<file path="src/rtl/timeout_retry_ctrl.sv">
// timeout_retry_ctrl
// Initiator-side request supervisor: launches a request towards the
// transmitter, arms a response timeout, re-sends on expiry up to max_retry
// times and reports done or fail to the requester.
//
// Handshake semantics (one place for all of them):
//   req_start : single-cycle pulse, only honoured while busy=0.
//   tx_req/tx_ack : tx_req is a level held from SEND entry until tx_ack is
//                   sampled high in SEND; tx_ack outside SEND is ignored.
//   rsp_valid : single-cycle pulse, only honoured in WAIT_RSP, never latched.
//   done/fail/timeout_evt : single-cycle registered pulses.
module timeout_retry_ctrl #(
  parameter int RETRY_W = 4
) (
  input  logic               clk,
  input  logic               rst,
  input  logic               req_start,
  input  logic               abort,
  input  logic [31:0]        time_limit,
  input  logic [RETRY_W-1:0] max_retry,
  output logic               tx_req,
  input  logic               tx_ack,
  input  logic               rsp_valid,
  output logic               busy,
  output logic               done,
  output logic               fail,
  output logic               timeout_evt,
  output logic [RETRY_W-1:0] retry_cnt
);

  typedef enum logic [1:0] {
    ST_IDLE     = 2'd0,
    ST_SEND     = 2'd1,
    ST_WAIT_RSP = 2'd2
  } state_e;

  state_e              state_q, state_d;
  logic [31:0]         cnt_q, cnt_d;
  logic [RETRY_W-1:0]  retry_cnt_q, retry_cnt_d;
  logic                tx_req_q, tx_req_d;
  logic                busy_q, busy_d;
  logic                done_q, done_d;
  logic                fail_q, fail_d;
  logic                timeout_evt_q, timeout_evt_d;

  // The counter is only ever incremented while it is below time_limit, so it
  // can reach at most 2^32-1 and never wraps.
  logic wait_expired;
  logic retry_left;

  // Expiry and retry-budget qualifiers, evaluated against the live inputs.
  always_comb begin
    wait_expired = (cnt_q >= time_limit);
    retry_left   = (retry_cnt_q < max_retry);
  end

  // Next-state, counter and registered-output computation.
  always_comb begin
    state_d       = state_q;
    cnt_d         = cnt_q;
    retry_cnt_d   = retry_cnt_q;
    done_d        = 1'b0;
    fail_d        = 1'b0;
    timeout_evt_d = 1'b0;

    if (abort) begin
      // Abort wins over everything except reset: drop straight to IDLE,
      // no completion pulse, retry_cnt keeps its value.
      state_d = ST_IDLE;
    end else begin
      unique case (state_q)
        ST_IDLE: begin
          if (req_start) begin
            state_d     = ST_SEND;
            retry_cnt_d = '0;
          end
        end
        ST_SEND: begin
          // No timeout on the ack phase; wait as long as it takes.
          if (tx_ack) begin
            state_d = ST_WAIT_RSP;
            cnt_d   = '0;
          end
        end
        ST_WAIT_RSP: begin
          if (rsp_valid) begin
            // A response in the same cycle as expiry still counts as success.
            state_d = ST_IDLE;
            done_d  = 1'b1;
          end else if (wait_expired) begin
            if (retry_left) begin
              state_d       = ST_SEND;
              retry_cnt_d   = retry_cnt_q + RETRY_W'(1);
              timeout_evt_d = 1'b1;
            end else begin
              state_d = ST_IDLE;
              fail_d  = 1'b1;
            end
          end else begin
            cnt_d = cnt_q + 32'd1;
          end
        end
        default: begin
          state_d = ST_IDLE;
        end
      endcase
    end

    // Level outputs follow the state being entered so they are registered
    // and line up with the state register.
    tx_req_d = (state_d == ST_SEND);
    busy_d   = (state_d != ST_IDLE);
  end

  // State, counter and output registers with synchronous reset.
  always_ff @(posedge clk) begin
    if (rst) begin
      state_q       <= ST_IDLE;
      cnt_q         <= '0;
      retry_cnt_q   <= '0;
      tx_req_q      <= 1'b0;
      busy_q        <= 1'b0;
      done_q        <= 1'b0;
      fail_q        <= 1'b0;
      timeout_evt_q <= 1'b0;
    end else begin
      state_q       <= state_d;
      cnt_q         <= cnt_d;
      retry_cnt_q   <= retry_cnt_d;
      tx_req_q      <= tx_req_d;
      busy_q        <= busy_d;
      done_q        <= done_d;
      fail_q        <= fail_d;
      timeout_evt_q <= timeout_evt_d;
    end
  end

  assign tx_req      = tx_req_q;
  assign busy        = busy_q;
  assign done        = done_q;
  assign fail        = fail_q;
  assign timeout_evt = timeout_evt_q;
  assign retry_cnt   = retry_cnt_q;

endmodule

</file>
<file path="config.mk">
export PLATFORM = sky130hd
export DESIGN_NAME = timeout_retry_ctrl
export DESIGN_NICKNAME = d
export VERILOG_FILES = /design/src/rtl/timeout_retry_ctrl.sv
export SDC_FILE = /design/constraint.sdc
export NUM_CORES = 1
export LEC_CHECK = 0
export ABC_AREA = 0
export CELL_PAD_IN_SITES_DETAIL_PLACEMENT = 1
export CELL_PAD_IN_SITES_GLOBAL_PLACEMENT = 1
export CORE_MARGIN = 2
export CORE_UTILIZATION = 44
export CTS_BUF_LIST = sky130_fd_sc_hd__clkbuf_4 sky130_fd_sc_hd__clkbuf_8
export DETAILED_ROUTE_END_ITERATION = 8
export PLACE_DENSITY = 0.92
export SLEW_MARGIN = 20
export SYNTH_ARGS = -nofsm -noshare
export SYNTH_HDL_FRONTEND = slang
export SYNTH_SLANG_ARGS = --single-unit
</file>
<file path="constraint.sdc">
create_clock -name clk -period 4.8 [get_ports clk]
set_clock_uncertainty 0.15 [all_clocks]
set_input_delay 0.96 -clock clk [delete_from_list [all_inputs] [get_ports clk]]
set_output_delay 0.96 -clock clk [all_outputs]
set_load 0.02 [all_outputs]
</file>
==> flow_metrics.env, run 1 <==
export IMPL_p_clk_share_pct=38.9
export IMPL_postRouteWirelength_mm=9.53
export IMPL_ys_flop_type="dfxtp_1"
export IMPL_period_needed_ns=3.73
export IMPL_drtPass1Iterations=4
export IMPL_overflow=0
export IMPL_remaining_drc_errors=0
export IMPL_place_hpwl_mm=7.04
export IMPL_post_route_period_util_pct=77.7
export IMPL_worstSetupPathType="input port to register"
export IMPL_h_tree_depth=2
export IMPL_worst_slew_pin_slew_ns=0.974
export IMPL_ys_top_cells_by_count="47 x inv_1, 43 x dfxtp_1, 41 x ha_1, 36 x nand2_1, 33 x a21oi_1"
export IMPL_yosysTopAreaCellShare_pct=26.6
export IMPL_antenna_cells=0
export IMPL_status="finished, final reports clean"
export IMPL_cp_slowest_stage_delay_ns=0.57
export IMPL_area_growth_pct=20.6
export IMPL_port_buffers=50
export IMPL_rsz0062_at_grt="no"
export IMPL_ys_seq_area_share_pct=26.6
export IMPL_p_sw_share_pct=23.4
export IMPL_synth_largest_area_cell="dfxtp_1"
export IMPL_slew_viol_final=0
export IMPL_reg2regPathDepth=7
export IMPL_arrival_ns=3.80
export IMPL_setup_tns_ns=0
export IMPL_p_per_area_nw_per_um2=189
export IMPL_hold_viol_final=0
export IMPL_track_usage_pct=23.5
export IMPL_min_path_cells=2
export IMPL_fp_dieH_um=89.7
export IMPL_rrSetupSlack_ns=1.53
export IMPL_rows=31
export IMPL_cp_top_family="simple AND/OR/NAND/NOR gates"
export IMPL_ys_warn_count=0
export IMPL_cts_sinks=43
export IMPL_cap_viol_max_count=0
export IMPL_numCtsBuffers=5
export IMPL_clock_path_buffers=2
export IMPL_required_ns=4.87
export IMPL_timing_fmax_mhz=268
export IMPL_synth_async_reset_ratio_pct=0
export IMPL_cp_start_kind="input port"
export IMPL_core_um2=7180
export IMPL_syn_num_nets=494
export IMPL_worst_path_buf_inv=2
export IMPL_num_io_pins=51
export IMPL_peakVddDrop_uv=101
export IMPL_ant_nets=0
export IMPL_slew_limit_headroom_pct=35.0
export IMPL_min_to="cnt_q[10]$_SDFFE_PP0P_"
export IMPL_wl_per_cell_um=17.2
export IMPL_place_congestion=0.870
export IMPL_p_int_uw=565
export IMPL_crit_top_cell="a31oi_1"
export IMPL_grt_antenna_before_repair=0
export IMPL_netlist_top_cells_area="dfxtp_1 27%, ha_1 16%, inv_1 5.5%"
export IMPL_dieArea_um2=8050
export IMPL_nets=537
export IMPL_synth_most_common_cell="inv_1"
export IMPL_clk_latency_ns=0.30
export IMPL_cpMaxStageDelayCell="or4_1"
export IMPL_cp_end_kind="register"
export IMPL_path_cells="clkdlybuf4s50_1 > inv_1 > ha_1 > nand4_1 > nor4_1 > a311oi_2 > a31oi_1 > o21ai_2 > or4_1 > a31oi_1"
export IMPL_vias=3366
export IMPL_cts_root_buf="clkbuf_8"
export IMPL_netlist_cell_type_count=46
export IMPL_setup_viol=0
export IMPL_r2r_start="state_q[0]$_SDFF_PP0_"
export IMPL_regToRegEndpoint="cnt_q[5]$_SDFFE_PP0P_"
export IMPL_leakage_nw=1.62
export IMPL_hold_path_startpoint="cnt_q[10]$_SDFFE_PP0P_"
export IMPL_ys_ff_latch=43
export IMPL_path_depth=10
export IMPL_cts_tree="yes"
export IMPL_postCtsSetupBuffers=0
export IMPL_synth_edf_count=0
export IMPL_grt_max_degree=30
export IMPL_cts_resized=0
export IMPL_finalPower_uw=737
export IMPL_die_w_um=89.7
export IMPL_clk_pin_slew_worst_paths_ns=0.08
export IMPL_syn_avg_cell_area_um2=7.86
export IMPL_cts_hold_buf=0
export IMPL_pwr_share_comb_pct=12.4
export IMPL_via_per_inst=6.09
export IMPL_grt_pass1_vias=3475
export IMPL_initial_utilization_pct=45.0
export IMPL_synth_area_um2=3230
export IMPL_worstHoldPathType="register to register"
export IMPL_power_frac_seq_pct=48.7
export IMPL_fin_cells=553
export IMPL_grt_pass1_wl_mm=16.0
export IMPL_p_sw_uw=172
export IMPL_cp_max_fo=10
export IMPL_dp_cells=546
export IMPL_drive_gt1_share_pct=3.30
export IMPL_drt_iter0_drc=123
export IMPL_synthCells=411
-- routing by layer --
metal | vias up | GRT usage, % | routed length [µm]
met5 | - | 0 | 0
met4 | 0 | 7.31 | 182
met3 | 22 | 4.69 | 358
met2 | 77 | 42.9 | 4860
met1 | 1645 | 27.7 | 4130
li1 | 1622 | - | -
-- flip-flops by register name, summed over array words and instances (netlist names) --
register	count
cnt_q	32
retry_cnt	4
state_q	2
busy	1
done	1
fail	1
timeout_evt	1
tx_req	1
-- cell type report --
| cell class | count | area [µm²] |
|---|---|---|
| fill | 875 | 3280 |
| clock buffer | 6 | 76.3 |
| timing repair buffer | 53 | 523 |
| multi-input combinational | 304 | 2110 |
| sequential | 43 | 861 |
| clock inverter | 1 | 30.0 |
| tap | 99 | 124 |
| inverter | 47 | 176 |
-- power groups by stage --
| stage | sequential (mW) | combinational, mW | clock (mW) |
|---|---|---|---|
| final | 0.359 | 0.0913 | 0.286 |
| after global routing | 0.359 | 0.102 | 0.303 |
| after CTS | 0.359 | 0.0914 | 0.291 |
| after detailed placement | 0.367 | 0.0907 | 0 |
| after global placement | 0.367 | 0.0850 | 0 |
| after floorplan | 0.368 | 0.0395 | 0 |
-- cell families after synthesis --
logic type | count (synthesis) | synth area share, %
and+or+nand+nor | 158 | 27.4
AOI/OAI and AO/OA | 101 | 20.6
buffers and inverters | 64 | 8.21
DFF | 43 | 26.6
adders and majority gates | 41 | 15.9
muxes | 4 | 1.24
-- worst register-to-register path, stage by stage (launching register included) --
cell,delay [ns]
dfxtp_1,0.39
inv_1,0.10
ha_1,0.39
a21oi_1,0.37
nand3_1,0.32
or2_1,0.66
or4_1,0.61
a21oi_1,0.20
-- worst max path at each step --
stage | startpoint | end | slack, ns
6_report | time_limit[14] | retry_cnt[3]$_SDFFE_PP0P_ | 1.07
5_1_grt | time_limit[14] | retry_cnt[3]$_SDFFE_PP0P_ | 0.85
4_1_cts | time_limit[14] | retry_cnt[3]$_SDFFE_PP0P_ | 1.07
3_5_place_dp | time_limit[14] | retry_cnt[3]$_SDFFE_PP0P_ | 0.77
3_3_place_gp | time_limit[0] | cnt_q[6]$_SDFFE_PP0P_ | 0.83
2_1_floorplan | time_limit[0] | cnt_q[23]$_SDFFE_PP0P_ | 1.57
-- through the flow --
step	area [µm²]	worst slack [ns]	hold slack [ns]	utilization [%]
after floorplan	3230	1.57	0.306	-
after global routing	3900	0.850	0.405	54.3
after global placement	3790	0.834	0.336	52.8
final	3900	1.07	0.371	54.3
after CTS	3900	1.07	0.373	54.3
after detailed placement	3790	0.766	0.351	52.8
-- placed cells by master, fill, tap and decap left out, drive strengths merged, types with 3 or more instances in the layout --
| cell | count |
|---|---|
| or3 | 4 |
| nor4 | 5 |
| o41ai | 3 |
| o311ai | 5 |
| nand3 | 16 |
| a21o | 5 |
| and3 | 8 |
| and4 | 6 |
| mux2i | 4 |
| nand4 | 21 |
| o211ai | 7 |
| a31oi | 6 |
| buf | 3 |
| nand2 | 36 |
| o31ai | 13 |
| o21ai | 15 |
| a21oi | 34 |
| or4 | 20 |
| inv | 47 |
| nand2b | 11 |
| dfxtp | 43 |
| ha | 41 |
| clkbuf | 6 |
| nor3 | 7 |
| clkdlybuf4s50 | 50 |
| nor2 | 15 |
Note: power is estimated with default switching activity, not from simulation.
==> run 2, diff against run 1 <==
--- a/config.mk
+++ b/config.mk
@@ -9,10 +9,10 @@
 export CELL_PAD_IN_SITES_DETAIL_PLACEMENT = 1
 export CELL_PAD_IN_SITES_GLOBAL_PLACEMENT = 1
 export CORE_MARGIN = 2
-export CORE_UTILIZATION = 44
+export CORE_UTILIZATION = 37
 export CTS_BUF_LIST = sky130_fd_sc_hd__clkbuf_4 sky130_fd_sc_hd__clkbuf_8
 export DETAILED_ROUTE_END_ITERATION = 8
-export PLACE_DENSITY = 0.92
+export PLACE_DENSITY = 0.82
 export SLEW_MARGIN = 20
 export SYNTH_ARGS = -nofsm -noshare
 export SYNTH_HDL_FRONTEND = slang
==> constraint.sdc (replaced) <==
create_clock -name clk -period 3.1 [get_ports clk]
set_clock_uncertainty 0.15 [all_clocks]
set_input_delay 0.62 -clock clk [delete_from_list [all_inputs] [get_ports clk]]
set_output_delay 0.62 -clock clk [all_outputs]
set_load 0.02 [all_outputs]
==> run 2 against run 1 <==
- the flow now finishes with violations (negative setup slack)
- sequential power up 55%
- final cell count up 8.7%
- non-clock buffer count up 38
- design area up 19%
- setup slack worse by 1.1 ns
- total power up 62%
- die area up 18%
- global-route usage down 2.2 points
- core utilization down 0.38 points
- critical path type unchanged
- largest power group unchanged
- highest routed layer unchanged
==> flow_metrics.env, run 2 (same netlist as run 1, synthesis figures left out) <==
export IMPL_track_usage_pct=21.3
export IMPL_hold_viol_final=0
export IMPL_peakVddDrop_uv=158
export IMPL_finalPower_mw=1.20
export IMPL_cap_viol_max_count=0
export IMPL_slew_limit_headroom_pct=66.9
export IMPL_worstSetupPathType="input port to register"
export IMPL_period_needed_ns=3.15
export IMPL_hold_path_startpoint="cnt_q[31]$_SDFFE_PP0P_"
export IMPL_violations="negative setup slack"
export IMPL_grt_pass1_wl_mm=16.7
export IMPL_arrival_ns=3.23
export IMPL_final_cell_mix="43 x dfxtp_1, 38 x inv_1, 38 x clkdlybuf4s50_1"
export IMPL_clk_latency_ns=0.31
export IMPL_cp_end_kind="register"
export IMPL_core_um2=8590
export IMPL_ant_nets=0
export IMPL_clock_path_buffers=2
export IMPL_cts_tree="yes"
export IMPL_grt_pass1_vias=3489
export IMPL_drtPass1Iterations=4
export IMPL_leakage_nw=1.91
export IMPL_status="finished with violations"
export IMPL_cts_sinks=43
export IMPL_rrSetupSlack_ns=0.04
export IMPL_post_route_period_util_pct=102
export IMPL_crit_start="time_limit[4]"
export IMPL_grt_antenna_before_repair=0
export IMPL_cts_hold_buf=0
export IMPL_worst_slack_ns=-0.0528
export IMPL_place_congestion=0.819
export IMPL_overflow=0
export IMPL_cp_start_kind="input port"
export IMPL_n_fill_cell=1033
export IMPL_worstHoldPathType="register to register"
export IMPL_dieArea_um2=9500
export IMPL_port_buffers=50
export IMPL_fin_cells=601
export IMPL_rows=34
export IMPL_timing_fmax_mhz=317
export IMPL_clk_pin_slew_worst_paths_ns=0.10
export IMPL_wl_per_cell_um=18.7
export IMPL_dp_cells=584
export IMPL_numCtsBuffers=5
export IMPL_largest_reg_flops=32
export IMPL_cp_max_fo=8
export IMPL_area_growth_pct=43.4
export IMPL_antenna_cells=0
export IMPL_place_hpwl_mm=7.27
export IMPL_mostFrequentLayoutCell="dfxtp_1"
export IMPL_postRouteWirelength_mm=11.2
export IMPL_die_w_um=97.5
export IMPL_nets=575
export IMPL_remaining_drc_errors=0
export IMPL_worst_slew_pin_slew_ns=0.493
export IMPL_drive_gt1_share_pct=23.7
export IMPL_required_ns=3.18
export IMPL_setup_viol=1
export IMPL_grt_max_degree=21
export IMPL_drt_iter0_drc=187
export IMPL_fp_dieH_um=97.5
export IMPL_largest_register="cnt_q"
export IMPL_h_tree_depth=2
export IMPL_initial_utilization_pct=37.6
export IMPL_p_per_area_nw_per_um2=258
export IMPL_slew_viol_final=0
export IMPL_num_io_pins=51
export IMPL_r2r_start="cnt_q[0]$_SDFFE_PP0P_"
export IMPL_vias=3543
export IMPL_cts_root_buf="clkbuf_8"
export IMPL_via_per_inst=5.90
run 2: cell count changes in the layout (fill, tap and decap cells not counted), moves of 7 or more:
cell / before / now
a21oi_2: 1 / 10
or4_4: 0 / 7
or4_1: 20 / 13
a21oi_1: 33 / 21
inv_2: 0 / 9
ha_4: 0 / 15
ha_1: 41 / 25
clkdlybuf4s50_1: 50 / 38
dlymetal6s2s_1: 0 / 10
buf_4: 3 / 37
inv_1: 47 / 38
run 2: where the power goes:
group / internal [mW] / switching [mW]
registers: 0.554 / 0.00146
logic: 0.0901 / 0.0824
clock network: 0.241 / 0.228
run 2: path summary, 6_finish.rpt:
kind	end	cells after the start
setup / recovery	cnt_q[6]$_SDFFE_PP0P_	11
hold / removal	cnt_q[31]$_SDFFE_PP0P_	2
setup reg to reg	cnt_q[6]$_SDFFE_PP0P_	10
hold reg to reg	cnt_q[31]$_SDFFE_PP0P_	2
run 2: layout make-up:
cell class	count	area, µm²	area share [%]
clock inverters	3	43.8	0.945
clock buffers	5	68.8	1.49
flip-flops and latches	43	861	18.6
repair buffers	91	847	18.3
multi-input cells	304	2500	54.0
inverters	47	176	3.81
well taps	108	135	2.92
run 2: routing by layer:
layer / part of all wire (%) / vias to the layer above / GRT usage [%]
met5: 0 / - / 0
met4: 2.9 / 0 / 7.37
met3: 4.1 / 25 / 4.39
met2: 51 / 96 / 37.5
met1: 42 / 1733 / 25.7
li1: - / 1689 / -
run 2: timing repair:
action / in CTS / in global routing
endpoints found under the setup margin: 32 / 39
pin swaps: 17 / 35
gates cloned: 3 / 0
buffers inserted: 4 / 3
resized for setup: 22 / 71
run 2: critical path, stage by stage:
cell,delay [ns]
clkdlybuf4s50_1,0.47
inv_1,0.05
ha_1,0.29
nand4_1,0.15
a21oi_2,0.06
a311oi_2,0.34
a31o_2,0.25
a21oi_4,0.10
buf_6,0.16
or4_4,0.51
mux2i_1,0.22
run 2: stage by stage:
step / area, µm² / utilization (%) / setup TNS [ns] / setup slack [ns] / hold slack, ns
after floorplan: 3230 / - / 0 / 0.206 / 0.306
after global placement: 4020 / 46.8 / -13.77 / -0.459 / 0.338
after detailed placement: 4020 / 46.8 / -15.99 / -0.491 / 0.339
after CTS: 4260 / 49.6 / 0 / 0.00688 / 0.354
after global routing: 4630 / 53.9 / -0.494 / -0.122 / 0.398
final: 4630 / 53.9 / -0.0528 / -0.0528 / 0.355
==> run 3, diff against run 2 <==
--- a/config.mk
+++ b/config.mk
@@ -13,7 +13,7 @@
 export CTS_BUF_LIST = sky130_fd_sc_hd__clkbuf_4 sky130_fd_sc_hd__clkbuf_8
 export DETAILED_ROUTE_END_ITERATION = 8
 export PLACE_DENSITY = 0.82
-export SLEW_MARGIN = 20
+export SLEW_MARGIN = 40
 export SYNTH_ARGS = -nofsm -noshare
 export SYNTH_HDL_FRONTEND = slang
 export SYNTH_SLANG_ARGS = --single-unit
==> results of run 3 <==
No change in the layout: final DEF, timing and power equal those of run 2.
